==> src/rtl/mem_port_arbiter_pkg.sv <==
// Shared types and constants for the I/D memory port arbiter.
package mem_port_arbiter_pkg;

  localparam int unsigned XLEN       = 32;
  localparam int unsigned FAULT_TY_W = 2;

  typedef logic [XLEN-1:0]       Addr;
  typedef logic [XLEN-1:0]       UIntX;
  typedef logic [FAULT_TY_W-1:0] FaultTy;

  localparam Addr  ADDR_ZERO = '0;
  localparam UIntX ZBIT_32   = '0;

  // Arbiter transaction state.
  typedef enum logic [1:0] {
    StIdle,   // nothing outstanding
    StWaitI,  // fetch outstanding
    StWaitD,  // LSU access outstanding
    StDrain   // killed fetch outstanding, response will be dropped
  } arb_state_e;

  // Which requester owns the memory port for the current issue.
  typedef enum logic {
    OwnerI,
    OwnerD
  } mem_owner_e;

  // Consecutive-D-grant counter, saturating at 15.
  typedef logic [3:0] streak_t;
  localparam streak_t STREAK_MAX = 4'hF;

  function automatic streak_t streak_sat_inc(streak_t v);
    return (v == STREAK_MAX) ? v : v + streak_t'(1);
  endfunction

endpackage

==> src/rtl/mem_arb_grant.sv <==
// Grant selection between fetch and LSU plus the anti-starvation D streak counter.
module mem_arb_grant
  import mem_port_arbiter_pkg::*;
#(
  parameter int unsigned STARVE_LIMIT = 4
) (
  input  logic clk,
  input  logic reset,
  input  logic can_issue,
  input  logic i_req_valid,
  input  logic d_req_valid,
  input  logic mem_req_ready,
  output logic grant_i,
  output logic grant_d,
  output logic req_valid,
  output logic xfer
);

  localparam streak_t Limit = streak_t'(STARVE_LIMIT);

  streak_t d_streak_q, d_streak_d;

  // D wins by default; I wins once D has been granted Limit times in a row while I waited.
  always_comb begin
    grant_i   = can_issue & i_req_valid & (~d_req_valid | (d_streak_q >= Limit));
    grant_d   = can_issue & d_req_valid & ~grant_i;
    req_valid = can_issue & (i_req_valid | d_req_valid);
    xfer      = req_valid & mem_req_ready;
  end

  // Count D transfers that happened while I was waiting; anything else clears the streak.
  always_comb begin
    d_streak_d = d_streak_q;
    if (xfer) begin
      if (grant_d && i_req_valid) begin
        d_streak_d = streak_sat_inc(d_streak_q);
      end else begin
        d_streak_d = '0;
      end
    end
  end

  // Streak register.
  always_ff @(posedge clk) begin
    if (reset) begin
      d_streak_q <= '0;
    end else begin
      d_streak_q <= d_streak_d;
    end
  end

endmodule

==> src/rtl/mem_port_arbiter.sv <==
// Shares one memory port between the fetch queue (I) and the LSU (D), one
// transaction in flight, with fetch-kill draining of orphaned responses.
module mem_port_arbiter
  import mem_port_arbiter_pkg::*;
#(
  parameter int unsigned ADDR_WIDTH   = 32,
  parameter int unsigned DATA_WIDTH   = 32,
  parameter int unsigned ERRTY_WIDTH  = 2,
  parameter int unsigned STARVE_LIMIT = 4
) (
  input  logic                   clk,
  input  logic                   reset,
  // Fetch side
  input  logic                   i_req_valid,
  output logic                   i_req_ready,
  input  logic [ADDR_WIDTH-1:0]  i_req_addr,
  input  logic                   i_kill,
  output logic                   i_resp_valid,
  output logic [DATA_WIDTH-1:0]  i_resp_rdata,
  output logic                   i_resp_error,
  output logic [ERRTY_WIDTH-1:0] i_resp_errty,
  // LSU side
  input  logic                   d_req_valid,
  output logic                   d_req_ready,
  input  logic [ADDR_WIDTH-1:0]  d_req_addr,
  input  logic                   d_req_wen,
  input  logic [DATA_WIDTH-1:0]  d_req_wdata,
  output logic                   d_resp_valid,
  output logic [DATA_WIDTH-1:0]  d_resp_rdata,
  output logic                   d_resp_error,
  output logic [ERRTY_WIDTH-1:0] d_resp_errty,
  // Memory side
  output logic                   mem_req_valid,
  input  logic                   mem_req_ready,
  output logic [ADDR_WIDTH-1:0]  mem_req_addr,
  output logic                   mem_req_wen,
  output logic [DATA_WIDTH-1:0]  mem_req_wdata,
  input  logic                   mem_resp_valid,
  input  logic [DATA_WIDTH-1:0]  mem_resp_rdata,
  input  logic                   mem_resp_error,
  input  logic [ERRTY_WIDTH-1:0] mem_resp_errty
);

  arb_state_e state_q, state_d;
  logic       can_issue;
  logic       grant_i, grant_d, req_valid, xfer;
  mem_owner_e owner;

  // A response closes the current transaction, so a new one may issue in that same cycle.
  assign can_issue = (state_q == StIdle) | mem_resp_valid;

  mem_arb_grant #(
    .STARVE_LIMIT (STARVE_LIMIT)
  ) u_grant (
    .clk           (clk),
    .reset         (reset),
    .can_issue     (can_issue),
    .i_req_valid   (i_req_valid),
    .d_req_valid   (d_req_valid),
    .mem_req_ready (mem_req_ready),
    .grant_i       (grant_i),
    .grant_d       (grant_d),
    .req_valid     (req_valid),
    .xfer          (xfer)
  );

  assign owner = grant_i ? OwnerI : OwnerD;

  // Request path: mux the granted side onto the memory port; fetches never write.
  always_comb begin
    mem_req_valid = req_valid;
    mem_req_addr  = ADDR_WIDTH'(ADDR_ZERO);
    mem_req_wen   = 1'b0;
    mem_req_wdata = DATA_WIDTH'(ZBIT_32);
    if (req_valid) begin
      unique case (owner)
        OwnerI: begin
          mem_req_addr = i_req_addr;
        end
        OwnerD: begin
          mem_req_addr  = d_req_addr;
          mem_req_wen   = d_req_wen;
          mem_req_wdata = d_req_wdata;
        end
      endcase
    end
    i_req_ready = grant_i & mem_req_ready;
    d_req_ready = grant_d & mem_req_ready;
  end

  // Response routing: zero-latency pass-through, valid steered by the owning state.
  always_comb begin
    i_resp_valid = mem_resp_valid & (state_q == StWaitI) & ~i_kill;
    d_resp_valid = mem_resp_valid & (state_q == StWaitD);
    i_resp_rdata = mem_resp_rdata;
    i_resp_error = mem_resp_error;
    i_resp_errty = mem_resp_errty;
    d_resp_rdata = mem_resp_rdata;
    d_resp_error = mem_resp_error;
    d_resp_errty = mem_resp_errty;
  end

  // Next state: a new issue wins, then response completion, then a fetch kill.
  always_comb begin
    state_d = state_q;
    if (xfer) begin
      state_d = grant_i ? StWaitI : StWaitD;
    end else begin
      unique case (state_q)
        StIdle: state_d = StIdle;
        StWaitI: begin
          if (mem_resp_valid) begin
            state_d = StIdle;
          end else if (i_kill) begin
            state_d = StDrain;
          end
        end
        StWaitD: begin
          if (mem_resp_valid) state_d = StIdle;
        end
        StDrain: begin
          if (mem_resp_valid) state_d = StIdle;
        end
      endcase
    end
  end

  // State register.
  always_ff @(posedge clk) begin
    if (reset) begin
      state_q <= StIdle;
    end else begin
      state_q <= state_d;
    end
  end

`ifdef DEBUG
  // A response with nothing outstanding is a memory-side protocol violation.
  always_ff @(posedge clk) begin
    if (!reset) begin
      assert (!(state_q == StIdle && mem_resp_valid))
        else $error("mem_resp_valid while idle");
    end
  end
`endif

endmodule

==> config.mk <==
export PLATFORM = sky130hd
export DESIGN_NAME = mem_port_arbiter
export DESIGN_NICKNAME = d
export VERILOG_FILES = /design/src/rtl/mem_port_arbiter_pkg.sv /design/src/rtl/mem_arb_grant.sv /design/src/rtl/mem_port_arbiter.sv
export SDC_FILE = /design/constraint.sdc
export NUM_CORES = 1
export LEC_CHECK = 0
export ABC_AREA = 1
export ABC_CLOCK_PERIOD_IN_PS = 1850
export CORE_AREA = 4 4 105 107
export DETAILED_ROUTE_END_ITERATION = 7
export DIE_AREA = 0 0 109 111
export PLACE_DENSITY = 0.67
export SLEW_MARGIN = 20
export SYNTH_ARGS = -nofsm -noshare
export SYNTH_HDL_FRONTEND = slang
export SYNTH_HIERARCHICAL = 1
export SYNTH_SLANG_ARGS = --single-unit
==> constraint.sdc <==
create_clock -name clk -period 1.85 [get_ports clk]
set_input_delay 0.37 -clock clk [delete_from_list [all_inputs] [get_ports clk]]
set_output_delay 0.37 -clock clk [all_outputs]
set_load 0.01 [all_outputs]
==> results of run 1 <==
## layout make-up
| cell class | instances | area [um^2] |
|---|---|---|
| fill | 1095 | 6800 |
| sequential | 6 | 123 |
| inverter | 46 | 183 |
| clock buffer | 3 | 41.3 |
| tap | 136 | 170 |
| timing repair buffer | 207 | 1830 |
| multi-input combinational | 175 | 986 |
## metal layers
metal	share of wire [%]	global-route usage [%]	wire length, um	vias to the layer above
li1	-	-	-	1109
met2	49	21.7	4200	160
met1	35	13.3	3050	941
met5	0	2.23	0	-
met4	0.63	1.77	54	0
met3	15	6.64	1310	6
## power groups by stage
stage               registers (uW)  clock network, uW  logic [uW]
floorplan                      143                  0         480
finish                         142                198         972
CTS                            142                206         930
global placement               142                  0         931
detailed placement             143                  0         938
global route                   142                217        1050
## logic make-up after synthesis
| family | share of synthesized area, % |
|---|---|
| AND/OR/NAND/NOR | 33.4 |
| flip-flops | 7.20 |
| AO/OA/AOI/OAI | 10.8 |
| adder cells (fa/ha/maj) | 0.750 |
| buffers and inverters | 47.9 |
## metrics by stage
stage | utilization, % | cell area [um^2]
final | 32.9 | 3340
after global routing | 32.9 | 3340
after CTS | 31.7 | 3210
after detailed placement | 31.2 | 3160
after global placement | 31.2 | 3160
after floorplan | - | 1670
## layout by cell type (no fill, tap or decap), types with 3 or more instances in the layout
cell             count
buf_6                7
nand2_1             11
nand2_2              4
clkdlybuf4s50_1    100
buf_8                4
nor2_4               6
clkbuf_8             3
dlygate4sd2_1        4
inv_2                3
buf_4               16
buf_12               6
o21ai_0              6
nor2_1              81
buf_2               64
o21ai_2             22
o21ai_1              7
inv_1               41
nor2_2              26
dfxtp_1              4
## worst max-delay path, stage by stage, from the launching register on
cell     delay, ns
dfxtp_2       0.32
o21ai_2       0.17
nand2_2       0.11
a21oi_4       0.17
buf_6         0.14
inv_8         0.05
nand2_8       0.08
buf_12        0.11
buf_6         0.09
nor2_1        0.03
buf_2         0.13
## flip-flops by register name (all words and copies together), names as in the netlist
| signal | flops |
|---|---|
| u_grant/d_streak_q | 4 |
| state_q | 2 |
## final timing paths
check | to | slack (ns) | cells past startpoint
max reg2reg | state_q[0] | 0.26 | 12
max | mem_req_wdata[5] | -0.15 | 10
min reg2reg | u_grant/d_streak_q[3] | 0.47 | 2
min | u_grant/d_streak_q[3] | 0.47 | 2
## what timing repair did
| item | CTS | global route |
|---|---|---|
| hold endpoints to repair | 0 | 0 |
| gates resized for setup | 316 | 84 |
| pin swaps | 13 | 41 |
| setup buffers | 6 | 4 |
| gates cloned | 2 | 2 |
| setup endpoints to repair | 75 | 68 |
==> flow_metrics.tcl, run 1 <==
set metrics [dict create \
    pre_cts_ws_ns -0.931 \
    stdcell_count 573 \
    fp-row-count 37 \
    ys_types 21 \
    routed_wl_mm 8.62 \
    p_leak_uw 0.00164 \
    port_buffers 173 \
    nets 579 \
    die_x_um 109 \
    drive_gt1_share_pct 40.0 \
    failed_checks "negative setup slack" \
    vias 2216 \
    outcome "finished with violations" \
    ys_ff_latch 6 \
    clkTransAtPathRegs_ns 0.04 \
    syn_nets 449 \
    cp-start-kind "flip-flop" \
    yosysSeqAreaShare_pct 7.20 \
    diodes 0 \
    cts_tree "done" \
    viasPerCell 3.87 \
    setup_viol 65 \
    grt_pass1_wl_mm 11.9 \
    finalClockSkew_ns 0.00173 \
    cp-startpoint "state_q[1]" \
    tightest_slew_ns 0.264 \
    antenna_found_initial 0 \
    cts.sinks 6 \
    drv_cap 0 \
    grt_max_degree 18 \
    syn_to_final_growth_pct 100 \
    ctsHoldBuffers 0 \
    drc_errors 0 \
    vdd_drop_max_mv 0.457 \
    avgSynthCellArea_um2 5.40 \
    initial_core_util_pct 16.5 \
    p_int_uw 805 \
    drtIter0Drc 102 \
    yosysWarnings 6 \
    pwr-share-seq_pct 10.8 \
    final.setup.tns_ns -7.35 \
    critPathMaxFanout 5 \
    setup_ws_ns -0.155 \
    cts_max_level 1 \
    switching_power_uw 507 \
    worstPathArrival_ns 1.63 \
    combPwrFrac_pct 74.1 \
    whs_ns 0.470 \
    cts_root_buf "clkbuf_8" \
    place.gp.congestion 0.772 \
    ant_nets 0 \
    clock_path_buffers 2 \
    grt_pass1_vias 2138 \
    min_from "u_grant/d_streak_q[3]" \
    finalHoldViolCount 0 \
    cts_buffers 3 \
    clkPwrFrac_pct 15.1 \
    p_total_uw 1310 \
    rsz0062_at_grt "true" \
    synth_ff_type "dfxtp_1" \
    crit_path_end_kind "primary output" \
    fp.dieH_um 111 \
    dp_cells 559 \
    core_um2 10100 \
    synth_common_cells "112 x nor2_1, 70 x buf_4, 43 x inv_1" \
    drt-wirelength-per-cell_um 15.0 \
    synthCells 309 \
    ys_top_cells_by_area "buf_4 32%, nor2_1 25%, o21ai_0 9.9%" \
    required_ns 1.48 \
    slew_headroom_pct 82.4 \
    fmax_mhz 499 \
    r2r_start "state_q[1]" \
    grt_overflow 0 \
    synthArstFlopShare_pct 0 \
    die_area_um2 12100 \
    yosysMostFrequentCell "nor2_1" \
    io_pins 279 \
    crit_type "flip-flop to primary output" \
    period_minus_slack_ns 2.00 \
    hold_path_class "flip-flop to flip-flop" \
    syn-cell-area_um2 1670 \
    synth_top_area_share_pct 31.5 \
    dr.pass1.iters 4 \
    grt_use_total_pct 12.4 \
    final-max-slew-violation-count 0 \
    switching_share_pct 38.6 \
    synth-edff-count 0 \
    yosysTopAreaCell "buf_4" \
    powerDensity_nw_per_um2 393 \
    clk_latency_ns 0.22 \
    fin_crit_sh_pct 108 \
    dp_hpwl_mm 6.76 \
]
No activity file was read; power rests on OpenSTA's default activity.
==> run 2: changes to the inputs <==
==> constraint.sdc (replaced) <==
create_clock -name clk -period 1.85 [get_ports clk]
set_input_delay 0.555 -clock clk [delete_from_list [all_inputs] [get_ports clk]]
set_output_delay 0.555 -clock clk [all_outputs]
set_load 0.01 [all_outputs]
==> run 2 against run 1 <==
Against the previous run: the run still ends with negative setup slack left; first-iteration DRC count decreased by 2.0%; register-to-register slack got worse by 0.15 ns; largest cell class unchanged; highest routed layer unchanged; die area unchanged; via count increased by 8.9%.
==> flow_metrics.tcl, run 2 (synthesis gave the netlist of run 1 again) <==
set metrics [dict create \
    dr.pass1.iters 4 \
    viasPerCell 4.11 \
    drv_cap 0 \
    r2r_cells 11 \
    cts_root_buf "clkbuf_8" \
    cp-startpoint "state_q[1]" \
    grt_overflow 0 \
    stdcell_area_um2 3760 \
    place.gp.congestion 0.841 \
    die_area_um2 12100 \
    grt_pass1_vias 2323 \
    combPwrFrac_pct 77.1 \
    dp_hpwl_mm 7.11 \
    clk_latency_ns 0.22 \
    fin_crit_sh_pct 125 \
    drc_errors 0 \
    timing.rr.end "state_q[1]" \
    antenna_found_initial 0 \
    tightest_slew_ns 0.257 \
    setup_viol 68 \
    nets 594 \
    setup_ws_ns -0.463 \
    final-max-slew-violation-count 0 \
    diodes 0 \
    pwr-share-seq_pct 9.6 \
    failed_checks "negative setup slack" \
    powerDensity_nw_per_um2 397 \
    vdd_drop_max_mv 0.251 \
    die_x_um 109 \
    cts.sinks 6 \
    p_leak_uw 0.00178 \
    crit_path_end_kind "primary output" \
    ant_nets 0 \
    clock_path_buffers 2 \
    clkTransAtPathRegs_ns 0.04 \
    drtIter0Drc 100 \
    fp.dieH_um 111 \
    slew_headroom_pct 82.8 \
    p_int_uw 915 \
    endpoint "mem_req_addr[5]" \
    worstPathArrival_ns 1.76 \
    outcome "finished with violations" \
    finalClockSkew_ns 0.00830 \
    stdcell_count 588 \
    grt_pass1_wl_mm 12.8 \
    layout_commonest_cell "clkdlybuf4s50_1" \
    required_ns 1.29 \
    cts_tree "done" \
    clkPwrFrac_pct 13.3 \
    routed_wl_mm 10.3 \
    crit_type "flip-flop to primary output" \
    fp-row-count 37 \
    switching_share_pct 38.7 \
    core_um2 10100 \
    cp-start-kind "flip-flop" \
    port_buffers 173 \
    cts_buffers 3 \
    switching_power_uw 577 \
    grt_max_degree 22 \
    cts_max_level 1 \
    initial_core_util_pct 16.5 \
    rsz0062_at_grt "true" \
    placed_area_um2 3200 \
    syn_to_final_growth_pct 125 \
    rrSetupSlack_ns 0.11 \
    pre_cts_ws_ns -1.32 \
    drt-wirelength-per-cell_um 17.5 \
    reg_top3 "u_grant/d_streak_q x4, state_q x2" \
    hold_path_class "flip-flop to flip-flop" \
    regMostFlops "u_grant/d_streak_q" \
    drive_gt1_share_pct 43.8 \
    finalHoldViolCount 0 \
    largest_reg_flops 4 \
    fmax_mhz 432 \
    r2r_start "state_q[1]" \
    period_minus_slack_ns 2.31 \
    critPathMaxFanout 6 \
    io_pins 279 \
    dp_cells 555 \
    grt_use_total_pct 13.5 \
    final_cell_mix "99 x clkdlybuf4s50_1, 62 x nor2_1, 55 x buf_2" \
    vias 2414 \
    whs_path_depth 2 \
    final.setup.tns_ns -25.68 \
    p_total_uw 1490 \
]
-- run 2: changes by cell type in the layout (fill, tap and decap cells not counted), sizes merged --
cell / change
buf: +11
clkdlybuf4s50: -1
clkbuf: +7
dlygate4sd1: +1
dlygate4sd2: -3
-- run 2: worst min path at each step --
stage | startpoint | to | slack (ns)
after floorplan | u_grant/d_streak_q[3] | u_grant/d_streak_q[3] | 0.42
after global placement | u_grant/d_streak_q[3] | u_grant/d_streak_q[3] | 0.43
after detailed placement | u_grant/d_streak_q[3] | u_grant/d_streak_q[3] | 0.44
after CTS | u_grant/d_streak_q[3] | u_grant/d_streak_q[3] | 0.46
after global routing | u_grant/d_streak_q[3] | u_grant/d_streak_q[3] | 0.51
final | u_grant/d_streak_q[3] | u_grant/d_streak_q[3] | 0.47
-- run 2: worst max-delay path, cell delays in order (launching register included) --
cell       delay, ns
dfxtp_2         0.33
o21ai_4         0.19
nand2_4         0.07
a21oi_4         0.23
inv_4           0.09
buf_12          0.16
clkbuf_16       0.17
nor2_4          0.10
nor2_2          0.04
buf_2           0.14
-- run 2: power groups by stage --
| stage | Sequential (uW) | Clock, uW | Combinational, uW |
|---|---|---|---|
| floorplan | 145 | 0 | 498 |
| finish | 144 | 198 | 1150 |
| CTS | 143 | 197 | 1020 |
| global route | 145 | 217 | 1240 |
| global placement | 144 | 0 | 951 |
| detailed placement | 145 | 0 | 962 |
-- run 2: what timing repair did --
action,4_1_cts,5_1_grt
pin swaps,4,14
resized for setup,263,163
gates cloned,3,9
endpoints found under the setup margin,76,70
hold buffers,0,0
buffers inserted,11,9
-- run 2: per-stage QoR --
stage	utilization [%]	hold slack [ns]
after global placement	31.6	0.435
final	37.1	0.473
after CTS	34.0	0.462
after floorplan	-	0.417
after global routing	37.1	0.511
after detailed placement	31.6	0.439
-- run 2: routing by layer --
metal	wire length [um]	track usage, %
met4	96	2.36
met3	1590	8.39
met5	0	2.23
met1	3710	13.9
met2	4910	23.0
-- run 2: final cells by class --
| type | instances | area (um^2) |
|---|---|---|
| sequential | 6 | 123 |
| fill | 1075 | 6380 |
| clock buffer | 3 | 41.3 |
| inverter | 46 | 190 |
| timing repair buffer | 222 | 2130 |
| tap | 136 | 170 |
| multi-input combinational | 175 | 1110 |
==> run 3: changes to the inputs <==
--- a/config.mk
+++ b/config.mk
@@ -6,11 +6,13 @@
 export NUM_CORES = 1
 export LEC_CHECK = 0
 export ABC_AREA = 1
-export ABC_CLOCK_PERIOD_IN_PS = 1850
+export ABC_CLOCK_PERIOD_IN_PS = 2000
 export CORE_AREA = 4 4 105 107
+export CTS_CLUSTER_DIAMETER = 40
 export DETAILED_ROUTE_END_ITERATION = 7
 export DIE_AREA = 0 0 109 111
 export PLACE_DENSITY = 0.67
+export SKIP_CTS_REPAIR_TIMING = 1
 export SLEW_MARGIN = 20
 export SYNTH_ARGS = -nofsm -noshare
 export SYNTH_HDL_FRONTEND = slang
==> constraint.sdc (replaced) <==
create_clock -name clk -period 2 [get_ports clk]
set_input_delay 0.6 -clock clk [delete_from_list [all_inputs] [get_ports clk]]
set_output_delay 0.6 -clock clk [all_outputs]
set_load 0.01 [all_outputs]
==> run 3 against run 2 <==
Against the previous run: the flow still finishes with violations (negative setup slack); routed wire length down 11%; total power shrank 17%; count of clock-buffer cells in the layout is the same; critical path depth shrank 1; first-iteration DRC count down 7.0%; core utilization decreased by 2.9 points; design area fell by 8.0%; clock skew down 0.0071 ns; global-route usage shrank 1.7 points; sequential power shrank 8%; critical path type is now input port to primary output; largest cell class unchanged; highest routed layer unchanged.
==> flow_metrics.tcl, run 3 (synthesis gave the netlist of run 1 again) <==
set metrics [dict create \
    outcome "finished with violations" \
    failed_checks "negative setup slack" \
    port_buffers 173 \
    p_leak_uw 0.00184 \
    pwr-share-seq_pct 10.6 \
    switching_power_uw 466 \
    final.setup.tns_ns -26.21 \
    p_int_uw 778 \
    io_pins 279 \
    max_stage_delay_ns 0.33 \
    routed_wl_mm 9.19 \
    grt_overflow 0 \
    setup_viol 68 \
    place.gp.congestion 0.849 \
    cts_buffers 3 \
    clkPwrFrac_pct 14.5 \
    drive_gt1_share_pct 33.5 \
    regMostFlops "u_grant/d_streak_q" \
    cts_max_level 1 \
    initial_core_util_pct 16.5 \
    dp_hpwl_mm 6.96 \
    critPathMaxFanout 7 \
    diodes 0 \
    clkTransAtPathRegs_ns 0.04 \
    p_total_uw 1240 \
    met2_length_mm 4.38 \
    grt_pass1_vias 2095 \
    final-max-slew-violation-count 0 \
    layout_commonest_cell "clkdlybuf4s50_1" \
    pre_cts_ws_ns -1.24 \
    largest_reg_flops 4 \
    powerDensity_nw_per_um2 359 \
    nets 590 \
    grt_use_total_pct 11.7 \
    crit_type "input port to primary output" \
    fp-row-count 37 \
    fmax_mhz 409 \
    reg_top3 "u_grant/d_streak_q x4, state_q x2" \
    combPwrFrac_pct 74.9 \
    slew_headroom_pct 79.5 \
    cts_root_buf "clkbuf_8" \
    finalHoldViolCount 0 \
    finalClockSkew_ns 0.00119 \
    cpMaxStageDelayCell "a21oi_4" \
    setup_ws_ns -0.444 \
    fp.dieH_um 111 \
    clk_latency_ns 0.22 \
    die_area_um2 12100 \
    worstPathArrival_ns 1.84 \
    vdd_drop_max_mv 0.221 \
    core_um2 10100 \
    required_ns 1.40 \
    drv_cap 0 \
    top_layer "met4" \
    wl_met1_mm 3.29 \
    drt-wirelength-per-cell_um 15.7 \
    final_cell_mix "100 x clkdlybuf4s50_1, 90 x nor2_1, 41 x inv_1" \
    vias 2284 \
    rsz0062_at_grt "true" \
    grt_pass1_wl_mm 11.2 \
    grt_max_degree 31 \
    clock_path_buffers 2 \
    ant_nets 0 \
    cts.sinks 6 \
    drc_errors 0 \
    cts_tree "done" \
    cp-start-kind "input port" \
    crit_chain "dlymetal6s2s_1 > a21oi_4 > clkinv_4 > buf_6 > nand2_8 > clkbuf_16 > nor2_1 > clkbuf_2" \
    tightest_slew_ns 0.307 \
    antenna_found_initial 0 \
    utilization_pct 34.1 \
    hold_path_class "flip-flop to flip-flop" \
    dr.pass1.iters 4 \
    syn_to_final_growth_pct 108 \
    switching_share_pct 37.5 \
    viasPerCell 3.91 \
    die_x_um 109 \
    wl_met3_mm 1.41 \
    period_minus_slack_ns 2.44 \
    drtIter0Drc 93 \
    fin_crit_sh_pct 122 \
    crit_path_end_kind "primary output" \
]
run 3: changes by cell type in the layout (fill, tap and decap cells not counted), sizes merged:
cell           change
clkdlybuf4s50      +1
dlygate4sd2        -1
inv                -1
dlymetal6s2s      +15
buf               -47
clkbuf            +30
dlygate4sd1        -1
clkinv             +1
clkdlybuf4s15      -1
run 3: metal layers:
layer  track usage (%)  vias up
met3              7.75        8
met4              2.02        0
met5                 0        -
li1                  -     1134
met2              20.0      177
met1              12.0      965
run 3: power by group through the flow:
stage          sequential (uW)  combinational, uW  clock (uW)
5_1_grt                    133               1010         188
3_3_place_gp               133                864           0
2_1_floorplan              134                460           0
3_5_place_dp               134                872           0
4_1_cts                    132                878         184
6_report                   132                932         180
run 3: metrics by stage:
| step | hold WS, ns | cells | cell area (um^2) |
|---|---|---|---|
| 2_1_floorplan | 0.417 | 309 | 1730 |
| 3_3_place_gp | 0.431 | 558 | 3170 |
| 3_5_place_dp | 0.433 | 558 | 3170 |
| 4_1_cts | 0.440 | 561 | 3220 |
| 5_1_grt | 0.458 | 584 | 3460 |
| 6_report | 0.440 | 584 | 3460 |
run 3: area by class of cell:
| type | count | area, um^2 |
|---|---|---|
| flip-flops and latches | 6 | 120 |
| clock buffers | 3 | 41.3 |
| fillers | 1089 | 6680 |
| repair buffers | 218 | 2030 |
| well taps | 136 | 170 |
| inverters | 46 | 193 |
| multi-input cells | 175 | 902 |
run 3: path summary, 6_finish.rpt:
path	startpoint	to	slack, ns	cells after the start
worst max-delay path	d_req_valid	mem_req_wdata[27]	-0.44	8
worst min-delay path	u_grant/d_streak_q[3]	u_grant/d_streak_q[3]	0.44	2
worst max register to register	state_q[0]	state_q[1]	0.27	11
worst min register to register	u_grant/d_streak_q[3]	u_grant/d_streak_q[3]	0.44	2
run 3: critical path, delay by kind of cell:
family	cells	cell delay (ns)
buf+inv	5	0.77
compound gates	1	0.33
simple gates	2	0.13
